==> src/rtl/keypad_pkg.sv <==
// Shared definitions for the 4x4 keypad path: state encoding, key-to-matrix map,
// and the wired-AND row response of a single closed switch.
package keypad_pkg;

    typedef enum logic [2:0] {
        ST_IDLE,
        ST_BOUNCE_PRESS,
        ST_HELD,
        ST_BOUNCE_RELEASE,
        ST_DONE
    } state_t;

    localparam logic [3:0] ROW_IDLE = 4'hF;

    // Indexed by key code: row 0 = 1 2 3 A, row 1 = 4 5 6 B, row 2 = 7 8 9 C, row 3 = 0 F E D
    localparam logic [1:0] KEY_ROW [16] = '{
        2'd3, 2'd0, 2'd0, 2'd0, 2'd1, 2'd1, 2'd1, 2'd2,
        2'd2, 2'd2, 2'd0, 2'd1, 2'd2, 2'd3, 2'd3, 2'd3
    };
    localparam logic [1:0] KEY_COL [16] = '{
        2'd0, 2'd0, 2'd1, 2'd2, 2'd0, 2'd1, 2'd2, 2'd0,
        2'd1, 2'd2, 2'd3, 2'd3, 2'd3, 2'd3, 2'd2, 2'd1
    };

    function automatic logic [3:0] row_response(
        input logic [3:0] key,
        input logic [3:0] col_n,
        input logic       closed
    );
        logic [3:0] resp;
        resp = ROW_IDLE;
        if (closed && !col_n[KEY_COL[key]]) begin
            resp[KEY_ROW[key]] = 1'b0;
        end
        return resp;
    endfunction

endpackage

==> src/rtl/keypad_emulator_bounce_lfsr.sv <==
// 8-bit Fibonacci LFSR (x^8+x^6+x^5+x^4+1) that supplies pseudo-random contact
// states during bounce; free-running across requests, only reset reseeds it.
module bounce_lfsr #(
    parameter logic [7:0] SEED = 8'hA5
) (
    input  logic clk,
    input  logic rst,
    input  logic adv,
    output logic bit_nxt
);

    logic [7:0] lfsr_q;
    logic [7:0] lfsr_d;
    logic       fb;

    assign fb      = lfsr_q[7] ^ lfsr_q[5] ^ lfsr_q[4] ^ lfsr_q[3];
    assign bit_nxt = fb;

    always_comb begin
        lfsr_d = lfsr_q;
        if (adv) begin
            lfsr_d = {lfsr_q[6:0], fb};
        end
    end

    always_ff @(posedge clk) begin
        if (rst) begin
            lfsr_q <= SEED;
        end else begin
            lfsr_q <= lfsr_d;
        end
    end

endmodule

==> src/rtl/keypad_emulator.sv <==
// Keypad-side emulation of a 4x4 switch matrix: answers the scanner's column
// drive on the row lines with a timed press, hold and contact bounce.
//
// state              | meaning
// ST_IDLE            | waiting for press_req, contact open
// ST_BOUNCE_PRESS    | contact follows LFSR while closing
// ST_HELD            | contact closed for the requested hold time
// ST_BOUNCE_RELEASE  | contact follows LFSR while opening
// ST_DONE            | one-cycle completion pulse, contact open
module keypad_emulator
    import keypad_pkg::*;
#(
    parameter int         CLK_FREQ    = 50_000_000,
    parameter int         BOUNCE_MS   = 2,
    parameter int         BOUNCE_STEP = 2500,
    parameter logic [7:0] LFSR_SEED   = 8'hA5
) (
    input  logic       clk,
    input  logic       rst,
    input  logic [3:0] col_in,
    output logic [3:0] row_out,
    input  logic [3:0] key_code,
    input  logic [7:0] hold_ms,
    input  logic       press_req,
    output logic       busy,
    output logic       done,
    output logic       contact
);

    localparam int TICKS_PER_MS = CLK_FREQ / 1000;
    localparam int BNC_TICKS    = BOUNCE_MS * TICKS_PER_MS;
    localparam int MAX_MS       = (BOUNCE_MS > 255) ? BOUNCE_MS : 255;
    localparam int CNT_W        = $clog2(MAX_MS * TICKS_PER_MS + 1);
    localparam int STEP_W       = (BOUNCE_STEP > 1) ? $clog2(BOUNCE_STEP) : 1;

    localparam logic [CNT_W-1:0]  BNC_LOAD  = CNT_W'(BNC_TICKS - 1);
    localparam logic [STEP_W-1:0] STEP_LOAD = STEP_W'(BOUNCE_STEP - 1);

    state_t              state_q, state_d;
    logic [CNT_W-1:0]    cnt_q, cnt_d;
    logic [STEP_W-1:0]   step_q, step_d;
    logic                contact_q, contact_d;
    logic [3:0]          key_q, key_d;
    logic [7:0]          hold_q, hold_d;
    logic [3:0]          row_q, row_d;

    logic                lfsr_adv;
    logic                lfsr_bit_nxt;
    logic [7:0]          hold_in_eff;
    logic [7:0]          hold_src;
    logic [CNT_W-1:0]    hold_load;

    bounce_lfsr #(
        .SEED (LFSR_SEED)
    ) u_lfsr (
        .clk     (clk),
        .rst     (rst),
        .adv     (lfsr_adv),
        .bit_nxt (lfsr_bit_nxt)
    );

    // Without bounce the hold counter loads on accept, before hold_q is valid.
    assign hold_in_eff = (hold_ms == 8'd0) ? 8'd1 : hold_ms;
    assign hold_src    = (state_q == ST_IDLE) ? hold_in_eff : hold_q;
    assign hold_load   = CNT_W'(hold_src) * CNT_W'(TICKS_PER_MS) - CNT_W'(1);

    always_comb begin
        state_d   = state_q;
        cnt_d     = cnt_q;
        step_d    = step_q;
        contact_d = contact_q;
        key_d     = key_q;
        hold_d    = hold_q;
        lfsr_adv  = 1'b0;

        unique case (state_q)
            ST_IDLE: begin
                contact_d = 1'b0;
                if (press_req) begin
                    key_d  = key_code;
                    hold_d = hold_in_eff;
                    if (BOUNCE_MS == 0) begin
                        state_d   = ST_HELD;
                        cnt_d     = hold_load;
                        contact_d = 1'b1;
                    end else begin
                        state_d = ST_BOUNCE_PRESS;
                        cnt_d   = BNC_LOAD;
                        step_d  = STEP_LOAD;
                    end
                end
            end
            ST_BOUNCE_PRESS, ST_BOUNCE_RELEASE: begin
                cnt_d = cnt_q - 1'b1;
                if (step_q == '0) begin
                    lfsr_adv  = 1'b1;
                    contact_d = lfsr_bit_nxt;
                    step_d    = STEP_LOAD;
                end else begin
                    step_d = step_q - 1'b1;
                end
                // Exit overrides any bounce update landing on the same cycle.
                if (cnt_q == '0) begin
                    if (state_q == ST_BOUNCE_PRESS) begin
                        state_d   = ST_HELD;
                        cnt_d     = hold_load;
                        contact_d = 1'b1;
                    end else begin
                        state_d   = ST_DONE;
                        contact_d = 1'b0;
                    end
                end
            end
            ST_HELD: begin
                cnt_d     = cnt_q - 1'b1;
                contact_d = 1'b1;
                if (cnt_q == '0) begin
                    if (BOUNCE_MS == 0) begin
                        state_d   = ST_DONE;
                        contact_d = 1'b0;
                    end else begin
                        state_d = ST_BOUNCE_RELEASE;
                        cnt_d   = BNC_LOAD;
                        step_d  = STEP_LOAD;
                    end
                end
            end
            ST_DONE: begin
                state_d   = ST_IDLE;
                contact_d = 1'b0;
            end
            default: begin
                state_d   = ST_IDLE;
                contact_d = 1'b0;
            end
        endcase
    end

    assign row_d = row_response(key_q, col_in, contact_q);

    always_ff @(posedge clk) begin
        if (rst) begin
            state_q   <= ST_IDLE;
            cnt_q     <= '0;
            step_q    <= '0;
            contact_q <= 1'b0;
            key_q     <= 4'h0;
            hold_q    <= 8'h00;
            row_q     <= ROW_IDLE;
        end else begin
            state_q   <= state_d;
            cnt_q     <= cnt_d;
            step_q    <= step_d;
            contact_q <= contact_d;
            key_q     <= key_d;
            hold_q    <= hold_d;
            row_q     <= row_d;
        end
    end

    assign row_out = row_q;
    assign busy    = (state_q != ST_IDLE);
    assign done    = (state_q == ST_DONE);
    assign contact = contact_q;

endmodule

==> config.mk <==
export PLATFORM = sky130hd
export DESIGN_NAME = keypad_emulator
export DESIGN_NICKNAME = d
export VERILOG_FILES = /design/src/rtl/keypad_pkg.sv /design/src/rtl/keypad_emulator_bounce_lfsr.sv /design/src/rtl/keypad_emulator.sv
export SDC_FILE = /design/constraint.sdc
export NUM_CORES = 1
export LEC_CHECK = 0
export ABC_AREA = 1
export ABC_CLOCK_PERIOD_IN_PS = 4850
export BUFFER_PORTS_ARGS = -buffer_cell sky130_fd_sc_hd__buf_2
export CORE_MARGIN = 10
export CORE_UTILIZATION = 31
export DETAILED_ROUTE_END_ITERATION = 10
export PLACE_DENSITY = 0.5
export REMOVE_ABC_BUFFERS = 1
export SYNTH_ARGS = -nofsm -noshare
export SYNTH_HDL_FRONTEND = slang
export SYNTH_SLANG_ARGS = --single-unit
==> constraint.sdc <==
create_clock -name clk -period 4.85 [get_ports clk]
set_clock_uncertainty 0.05 [all_clocks]
set_input_delay 0.97 -clock clk [delete_from_list [all_inputs] [get_ports clk]]
set_output_delay 0.97 -clock clk [all_outputs]
set_load 0.01 [all_outputs]
## After elaboration in Yosys (flattened, before gate mapping)

Memory sizes are Yosys's and may differ from the RTL's.
Index checks and enable logic that the tools add are counted.

| storage, ports and cells | value |
|---|---|
| flip-flop bits (word level) | 64 |
| memory bits (read-only) | 64 |
| input port bits | 19 |
| output and inout bits | 7 |
| word-level logic and storage cells | 77 |
| memories | 2 |

Memory list:

| name | depth | bits a word | read ports | clocked after memory_dff | write ports | line | source |
|---|---|---|---|---|---|---|---|
| (name not given) | 16 | 2 | 1 | 0 | 0 | keypad_pkg.sv:33 | `resp[KEY_ROW[key]] = 1'b0;` |
| (name not given) | 16 | 2 | 1 | 0 | 0 | keypad_pkg.sv:32 | `if (closed && !col_n[KEY_COL[key]]) begin` |

| cells by class | value |
|---|---|
| add/sub/neg operators | 3 |
| multipliers | 1 |
| order comparisons | 4 |
| equality and inequality tests | 8 |
| mux-type cells | 30 |
| bitwise gates (word level) | 6 |
| reductions and logical operators | 15 |

Operator list:

| cell | number |
|---|---|
| $mux W24 | 4 |
| $pmux W24 S3 | 1 |
| $sub A24 B1 Y24 const B | 2 |
| $mux W12 | 3 |
| $pmux W12 S3 | 1 |
| $logic_not A24 Y1 | 1 |
| $mul A8 B12 Y20 const B | 1 |
| $mux W8 | 2 |
| $logic_not A12 Y1 | 1 |
| $mux W3 | 4 |
| $sub A12 B1 Y12 const B | 1 |
| $pmux W3 S3 | 1 |
| $logic_not A8 Y1 | 1 |
| $mux W2 | 4 |
| $mux W1 | 7 |
| $eq A3 B2 Y1 const B | 2 |
| $lt A2 B3 Y1 const B | 2 |
| $ne A2 B2 Y1 const B | 3 |
| $reduce_and A3 Y1 | 2 |
| $reduce_bool A3 Y1 | 2 |
| $ge A5 B5 Y1 const B | 1 |
| $not A4 Y5 | 1 |
| $not A4 Y4 | 1 |
| $reduce_and A2 Y1 | 2 |
| other kinds (13) | 17 |

## Depth between registers and ports, before layout

Gate-level depths: netlist (run 1).

| logic depth | value |
|---|---|
| depth after elaboration | 10 |
| depth in mapped cells | 31 |

## By module

From an unflattened synthesis (run 1), not the netlist that was laid out.

| unflattened totals | value |
|---|---|
| cells, all modules | 903 |
| area total of the unflattened synthesis | 6,027.0 sq um |

By module, submodules not included:

| module | instances | cells each | area each (sq um) | sequential area each (sq um) |
|---|---|---|---|---|
| keypad_emulator | 1 | 856 | 5,689.2 | 1,121.1 |
| bounce_lfsr | 1 | 47 | 337.8 | 160.2 |

## Worst setup path after synthesis (run 1)

OpenSTA, ideal clock, no wires.

| path | value |
|---|---|
| path kind | input to register |
| from | input hold_ms[4] |
| to | register cnt_q[23] |
| arrival | 4,530 ps |
| required time | 4,669 ps |
| slack | 139 ps |
| cell stages on the path | 25 |
| buffers on the path | 0 |
| path through | inv_1 -> o21ai_0 -> ha_1 -> ha_1 -> inv_1 -> fa_1 -> inv_1 -> fa_1 -> ha_1 -> a21oi_1 -> nand2_1 -> nand2_1 -> nand2_1 -> nand2_1 -> nand3b_1 -> nand2_1 -> nand2_1 -> nor2_1 -> nand2_1 -> nand2_1 -> nand2_1 -> nand2_1 -> nand2_1 -> nand2_1 -> a21oi_2 |

| between the ends | value |
|---|---|
| word-level cells in the longest chain between the ends | 8 |

RTL lines:

| what | line | source |
|---|---|---|
| from (decl) | keypad_emulator.sv:23 | `input logic [7:0] hold_ms,` |
| $logic_not A8 Y1 | keypad_emulator.sv:63 | `assign hold_in_eff = (hold_ms == 8'd0) ? 8'd1 : hold_ms;` |
| $mux W8 * | keypad_emulator.sv:63 |  |
| $mux W8 * | keypad_emulator.sv:64 | `assign hold_src = (state_q == ST_IDLE) ? hold_in_eff : hold_q;` |
| $mul A8 B12 Y20 * | keypad_emulator.sv:65 | `assign hold_load = CNT_W'(hold_src) * CNT_W'(TICKS_PER_MS) - CNT_W'(1);` |
| $sub A24 B1 Y24 * | keypad_emulator.sv:65 |  |
| $mux W24 * | keypad_emulator.sv:104 | `if (state_q == ST_BOUNCE_PRESS) begin` |
| $mux W24 * | keypad_emulator.sv:103 | `if (cnt_q == '0) begin` |
| $pmux W24 S3 * | keypad_emulator.sv:76 | `unique case (state_q)` |
| to (signal assigned) | keypad_emulator.sv:152 | `cnt_q <= cnt_d;` |
| to (decl) | keypad_emulator.sv:40 | `logic [CNT_W-1:0] cnt_q, cnt_d;` |

Every way passes the cells marked *; elsewhere a longest branch is shown, timed or not.
A chain may end at the register's enable or synchronous reset.

## Worst setup path in the final report (run 1)

Same ends and word-level chain as after synthesis.

==> impl_metrics.ini, run 1 <==
[finish]
nets = 1049
final_util_pct = 38.9
syn2layout_area_growth_pct = 21.8
multi_input_area_um2 = 4030
regArea_um2 = 1280
mostFrequentLayoutCell = nand2_1
fin_area_um2 = 7050
diodes = 0
layout_common_cells = nand2_1, inv_1, nor2_1
fill_cells = 1958
drive_gt1_share_pct = 18.3

[synth]
synth_ff_type = dfxtp_1
synthCells = 865
synthesis.area_um2 = 5790
yosysUniqueCellTypes = 46
ys_seq_elements = 64
async_reset_ff_share_pct = 0
seq_area_frac_synth_pct = 22.1
synth_edf_count = 0
synth_warnings = 0
postSynthAreaPerCell_um2 = 6.69

[global_route]
grt.overflow.total = 0
grt_usage_pct = 13.4
first_global_vias = 5478
antenna_found_initial = 0
grt_pass1_wl_um = 26700
grt_max_degree = 32

[timing]
max_clock_freq_mhz = 221
hold_violations = 0
period_minus_slack_ns = 4.53
final_max_slew_viol_count = 0
setup_violations = 0
fin_crit_sh_pct = 93.4
relSlewSlack_pct = 55.8
worst_slack_ns = 0.321
worst_pin_slew_ns = 0.663

[setup_path]
cpLargestDelayFamily = simple AND/OR/NAND/NOR gates
cp_max_fo = 4
critPathBufInv = 3
worst_path_most_repeated_cell = nand2_1
cp-end-kind = flop
ff2ff_setup_slack_ns = 0.39
start_kind = input port
critical_path_class = input port to flop
worstPathArrival_ns = 4.68
cp_slowest_cell = fa_1
required_ns = 5.00
slowest_delay_ns = 0.42

[clock_network]
cts.clk_slew.worst_paths_ns = 0.06
cts_tree = built
cts_buffer_depth = 2
cts_htree_levels = 3
cts-root-buf = clkbuf_16
clock_latency_ns = 0.34
clock_sinks = 64
numCtsBuffers = 9

[drt]
viasPerCell = 4.73
dr_total_vias = 5643
wl_um = 15700
dr.pass1.iters = 5
first_iter_violations = 348
drcViolationCount = 0
ant_nets = 0
wl_per_cell_um = 13.2

[worst_hold_path]
hold_class = flop to flop

[floorplan]
start_util_pct = 31.9
io_pins = 26
die_area_um2 = 24500
core-area_um2 = 18100
dieHeight_um = 157
rows = 49
die_w_um = 157

[placement]
dp_hpwl_um = 12900
place_area_um2 = 6660
io_buffer_count = 25
dp_slack_ns = -0.310
gp_congestion = 0.850

[flow_run]
maxCapViolCount = 0

[outcome]
status = finished, final reports clean
[per-layer routing]
| layer | vias to the layer above | GRT usage, % | wire length, um |
|---|---|---|---|
| met3 | 23 | 3.10 | 616 |
| li1 | 3002 | - | - |
| met2 | 83 | 21.4 | 7000 |
| met5 | - | 0 | 0 |
| met4 | 0 | 4.18 | 281 |
| met1 | 2535 | 17.3 | 7810 |
[area by class of cell]
| cell class | count | area share (%) |
|---|---|---|
| clock buffer | 11 | 3.44 |
| tap | 229 | 4.06 |
| timing repair buffer | 95 | 9.23 |
| sequential | 64 | 18.2 |
| inverter | 134 | 7.15 |
| clock inverter | 4 | 0.781 |
| multi-input combinational | 656 | 57.1 |
[state kept, by name, summed over array words and instances, names as in the netlist]
signal         cells
contact            1
cnt_q             24
row_out            4
key_q              4
u_lfsr.lfsr_q      8
state_q            3
hold_q             8
step_q            12
[stage by stage]
step	hold WS (ns)	TNS (ns)	instances
final	0.401	0	1193
after detailed placement	0.397	-2.76	1177
after floorplan	0.374	0	854
after global routing	0.420	-0.00941	1193
after global placement	0.394	-1.42	1177
after CTS	0.406	0	1192
[synthesized netlist by cell type (3+ instances only)]
cell type	count	area share [%]
nand2_4	5	0.97
and2_1	3	0.32
nand4_1	12	1.3
nor3_2	3	0.52
xnor2_1	14	2.1
nor3_1	15	1.3
o211ai_1	7	0.91
inv_2	11	0.71
fa_1	12	4.2
or2_1	3	0.32
nor2_4	8	1.6
o22ai_1	4	0.43
nand2_1	201	13
a21oi_1	50	4.3
nor4_1	5	0.54
clkbuf_1	9	0.58
o21ai_1	5	0.43
o21ai_0	40	3.5
nand2_2	7	0.76
inv_1	120	7.8
dfxtp_1	64	22
a211oi_1	3	0.39
nand3_1	52	4.5
or2_2	3	0.32
a31oi_1	12	1.3
nor2_2	8	0.86
nand3b_1	4	0.52
ha_1	58	13
nor2_1	83	5.4
xor2_1	20	3.0
[tightest hold or removal path: cells and delay by family (launching register included)]
kind,cells,cell delay (ns)
flops,1,0.30
compound gates,1,0.05
buf+inv,1,0.06
[final timing paths]
path / start / end / cells past startpoint
worst max-delay path: hold_ms[4] / cnt_q[23] / 27
worst min-delay path: hold_q[6] / hold_q[6] / 2
worst max register to register: state_q[0] / cnt_q[23] / 29
worst min register to register: hold_q[6] / hold_q[6] / 2
[cell families (layout without fill, tap and decap cells)]
| kind of cell | Yosys count | in the layout | synth area share, % |
|---|---|---|---|
| AO/OA/AOI/OAI | 132 | 132 | 12.8 |
| XOR/XNOR | 34 | 34 | 5.14 |
| adder cells (fa/ha/maj) | 70 | 70 | 16.7 |
| buffers and inverters | 145 | 244 | 9.68 |
| flip-flops | 64 | 64 | 22.1 |
| AND/OR/NAND/NOR | 420 | 420 | 33.5 |
[what timing repair did]
item,CTS,global route
buffers inserted,0,1
resized for setup,0,24
endpoints found under the setup margin,0,11
hold buffers,0,0
Power of run 1 is not shown: default switching activity piles up to over one toggle a cycle in this logic, so the estimate is an artifact.
==> run 2: changes to the inputs <==
- ABC_CLOCK_PERIOD_IN_PS: 4850 -> 5800
- PLACE_DENSITY: 0.5 -> 0.49
- clock period: 4.85 -> 5.8 ns (I/O delays scaled with it)
==> run 2 against run 1 <==
Effect of this change: flip-flop and latch count stayed put; via count is 4.5% lower; wire length is 0.19% lower; global-route usage is 0.097 points lower; first-iteration DRC count is 14% lower; count of clock-buffer cells in the layout is 1 higher; critical path depth is 1 higher; non-clock buffer count is 67 lower; worst setup slack better by 0.38 ns; core utilization is 3.1 points lower.
==> impl_metrics.ini, run 2 (same netlist as run 1, synthesis figures left out) <==
[clock_network]
post_cts_buffers = 0
cts_repair_resize_count = 0
cts_tree = built
clock_sinks = 64
clock_latency_ns = 0.34
hold_buffers = 0
cts_htree_levels = 3
cts.clk_slew.worst_paths_ns = 0.06
cts-root-buf = clkbuf_16
cts_buffer_depth = 2
numCtsBuffers = 9

[worst_hold_path]
hold_depth = 2
min-delay-start = hold_q[6]
hold_class = flop to flop
worst_hold_path.endpoint = hold_q[6]

[drt]
drcViolationCount = 0
dr.pass1.iters = 5
wl_um = 15700
dr_total_vias = 5391
viasPerCell = 4.78
first_iter_violations = 298
ant_nets = 0
wl_per_cell_um = 13.9

[timing]
relSlewSlack_pct = 34.7
worst_pin_slew_ns = 0.973
period_minus_slack_ns = 5.10
hold_violations = 0
final.setup.tns_ns = 0
max_clock_freq_mhz = 196
setup_violations = 0
rsz0062_at_grt = no
fin_crit_sh_pct = 88.0
final_max_slew_viol_count = 0

[finish]
syn2layout_area_growth_pct = 12.1
largest_reg_flops = 24
top_regs = cnt_q: 24 flops, step_q: 12 flops
diodes = 0
layout_common_cells = nand2_1, inv_1, nor2_1
top_register = cnt_q
mostFrequentLayoutCell = nand2_1
nets = 982
drive_gt1_share_pct = 10.5

[floorplan]
io_pins = 26
dieHeight_um = 157
core-area_um2 = 18100
start_util_pct = 31.9
rows = 49
die_area_um2 = 24500
die_w_um = 157

[global_route]
antenna_found_initial = 0
grt_usage_pct = 13.3
grt.overflow.total = 0
first_global_vias = 5230
grt_max_degree = 32
grt_pass1_wl_um = 26400

[setup_path]
required_ns = 5.95
cp-end-kind = flop
ff2ff_setup_slack_ns = 0.79
cp_max_fo = 6
start_kind = input port
rr_worst_depth = 26
r2r_end = cnt_q[23]
critical_path_class = input port to flop
r2r_start = state_q[2]
worstPathArrival_ns = 5.25

[placement]
dp_hpwl_um = 12700
io_buffer_count = 25
gp_congestion = 0.857

[flow_run]
maxCapViolCount = 0

[outcome]
status = finished, final reports clean
## run 2: worst max path at each step
| stage | startpoint | endpoint | slack [ns] | depth (start not counted) |
|---|---|---|---|---|
| floorplan | hold_ms[4] | cnt_q[18] | 0.90 | 22 |
| global route | state_q[2] | cnt_q[23] | 0.22 | 25 |
| finish | hold_ms[7] | cnt_q[23] | 0.70 | 28 |
| detailed placement | hold_ms[7] | cnt_q[23] | 0.26 | 28 |
| global placement | hold_ms[7] | cnt_q[23] | 0.34 | 27 |
| CTS | hold_ms[7] | cnt_q[23] | 0.65 | 28 |
## run 2: per-stage QoR
stage | worst slack, ns | util [%] | cell area (um^2) | instances | hold WS (ns)
after floorplan | 0.901 | - | 5730 | 854 | 0.374
after global placement | 0.341 | 34.0 | 6170 | 1111 | 0.393
after detailed placement | 0.258 | 34.0 | 6170 | 1111 | 0.395
after CTS | 0.646 | 35.8 | 6490 | 1127 | 0.408
after global routing | 0.215 | 35.8 | 6490 | 1127 | 0.429
final | 0.697 | 35.8 | 6490 | 1127 | 0.406
## run 2: cell type report
class	instances	area [um^2]
Timing Repair Buffer	28	148
Fill cell	1998	11700
Tap cell	229	287
Multi-Input combinational cell	656	3950
Inverter	134	504
Clock inverter	4	77.6
Clock buffer	12	246
Sequential cell	64	1280
## run 2: metal layers
layer	track usage (%)	vias to the layer above	share of wire [%]
met5	0	-	0
met4	4.04	0	1.4
met3	2.69	14	3.3
met2	21.2	85	45
met1	17.5	2411	50
li1	-	2881	-
## run 2: worst max-delay path: stages
cell and delay (ns):
buf_2 0.09, inv_1 0.04, o21ai_0 0.51, ha_1 0.34, inv_1 0.06, ha_1 0.17
inv_1 0.07, fa_1 0.53, inv_1 0.05, fa_1 0.49, ha_1 0.40, nand2_1 0.12
inv_1 0.06, nand2_1 0.05, nand2_1 0.08, inv_1 0.05, nand2_1 0.06, nand2_1 0.04
nand2_1 0.21, nand2_2 0.12, nor2_4 0.16, nand2_1 0.07, nand2_1 0.05, nand2_1 0.06
nand2_1 0.07, nand2_1 0.05, nand2_1 0.06, a21oi_2 0.04
Power of run 2 is left out for the same reason.
==> run 3: changes to the inputs <==
- PLACE_DENSITY: 0.49 -> default
==> run 3 against run 2 <==
Effect of this change: via count grew 1.4%; worst hold slack hardly changed; count of clock-buffer cells in the layout down 2; register-to-register slack got worse by 0.15 ns; flip-flop and latch count is the same; first-iteration DRC count up 11%; final area unchanged; fmax fell by 1.1%; cell count hardly changed; die area did not move; critical path type is now flop to flop; critical endpoint is now cnt_q[19].
==> impl_metrics.ini, run 3 (same netlist as run 1, synthesis figures left out) <==
[timing]
worst_slack_ns = 0.642
fin_crit_sh_pct = 88.9
final.setup.tns_ns = 0
period_minus_slack_ns = 5.16
setup_violations = 0
worst_pin_slew_ns = 0.820
relSlewSlack_pct = 45.0
max_clock_freq_mhz = 194
final_max_slew_viol_count = 0
hold_violations = 0
rsz0062_at_grt = no

[global_route]
grt_max_degree = 32
first_global_vias = 5285
grt_pass1_wl_um = 25200
antenna_found_initial = 0
grt.overflow.total = 0
grt_usage_pct = 12.4

[clock_network]
cts.clk_slew.worst_paths_ns = 0.06
clock_latency_ns = 0.34
cts_tree = built
cts_buffer_depth = 2
cts-root-buf = clkbuf_16
cts_repair_resize_count = 0
numCtsBuffers = 9
hold_buffers = 0
cts_htree_levels = 3
post_cts_buffers = 0
clock_sinks = 64

[drt]
ant_nets = 0
dr_total_vias = 5466
wl_per_cell_um = 13.1
wl_um = 14700
viasPerCell = 4.85
drcViolationCount = 0
dr.pass1.iters = 5
first_iter_violations = 330

[setup_path]
rr_worst_depth = 27
critical_path_class = flop to flop
r2r_start = state_q[0]
cp_max_fo = 13
cp-end-kind = flop
start_kind = flop
required_ns = 6.02
worst_path_most_repeated_cell = nand2_1
cp_slowest_cell = o21ai_0
r2r_end = cnt_q[19]
worstPathArrival_ns = 5.37
ff2ff_setup_slack_ns = 0.64
worstSetupEndpoint = cnt_q[19]
slowest_delay_ns = 0.53
startpoint = state_q[0]

[floorplan]
rows = 49
die_w_um = 157
io_pins = 26
dieHeight_um = 157
core-area_um2 = 18100
die_area_um2 = 24500
start_util_pct = 31.9

[placement]
io_buffer_count = 25
gp_congestion = 0.893
dp_hpwl_um = 11800
dp_slack_ns = 0.348

[finish]
top_register = cnt_q
top_regs = cnt_q: 24 flops, step_q: 12 flops
largest_reg_flops = 24
syn2layout_area_growth_pct = 12.1
diodes = 0
layout_common_cells = nand2_1, inv_1, nor2_1
nets = 981
mostFrequentLayoutCell = nand2_1
drive_gt1_share_pct = 10.6

[outcome]
status = finished, final reports clean

[worst_hold_path]
hold_class = flop to flop

[flow_run]
maxCapViolCount = 0
==> run 3: through the flow <==
step	util (%)	cell area (um^2)	cells	hold slack, ns
detailed placement	33.9	6160	1110	0.399
finish	35.8	6490	1126	0.406
global route	35.8	6490	1126	0.440
global placement	33.9	6160	1110	0.396
CTS	35.8	6490	1126	0.409
floorplan	-	5730	854	0.374
==> run 3: how the worst min path moves through the flow <==
| stage | startpoint | cells past startpoint | slack [ns] | endpoint |
|---|---|---|---|---|
| after floorplan | u_lfsr.lfsr_q[0] | 2 | 0.37 | u_lfsr.lfsr_q[0] |
| after global placement | u_lfsr.lfsr_q[1] | 2 | 0.40 | u_lfsr.lfsr_q[1] |
| after detailed placement | u_lfsr.lfsr_q[0] | 2 | 0.40 | u_lfsr.lfsr_q[0] |
| after CTS | hold_q[6] | 2 | 0.41 | hold_q[6] |
| after global routing | hold_q[2] | 2 | 0.44 | hold_q[2] |
| final | u_lfsr.lfsr_q[1] | 2 | 0.41 | u_lfsr.lfsr_q[1] |
==> run 3: critical path: cells and delay by family (launching register included) <==
kind	cells	cell delay (ns)
flip-flops	1	0.50
buffers and inverters	3	0.26
AO/OA/AOI/OAI	2	0.67
AND/OR/NAND/NOR	17	1.59
adder cells (fa/ha/maj)	5	2.00
==> run 3: area by class of cell <==
cell class / instances / area (um^2)
Fill cell: 1984 / 11700
Multi-Input combinational cell: 656 / 3950
Sequential cell: 64 / 1280
Inverter: 134 / 504
Tap cell: 229 / 287
Clock buffer: 10 / 239
Timing Repair Buffer: 27 / 140
Clock inverter: 6 / 92.6
==> run 3: layer usage <==
metal / global-route usage [%] / share of wire (%) / vias up
met5: 0 / 0 / -
met4: 4.18 / 2.0 / 0
met3: 2.49 / 4.3 / 27
met2: 20.3 / 45 / 109
met1: 15.9 / 49 / 2449
li1: - / - / 2881
Power of run 3 is left out for the same reason.
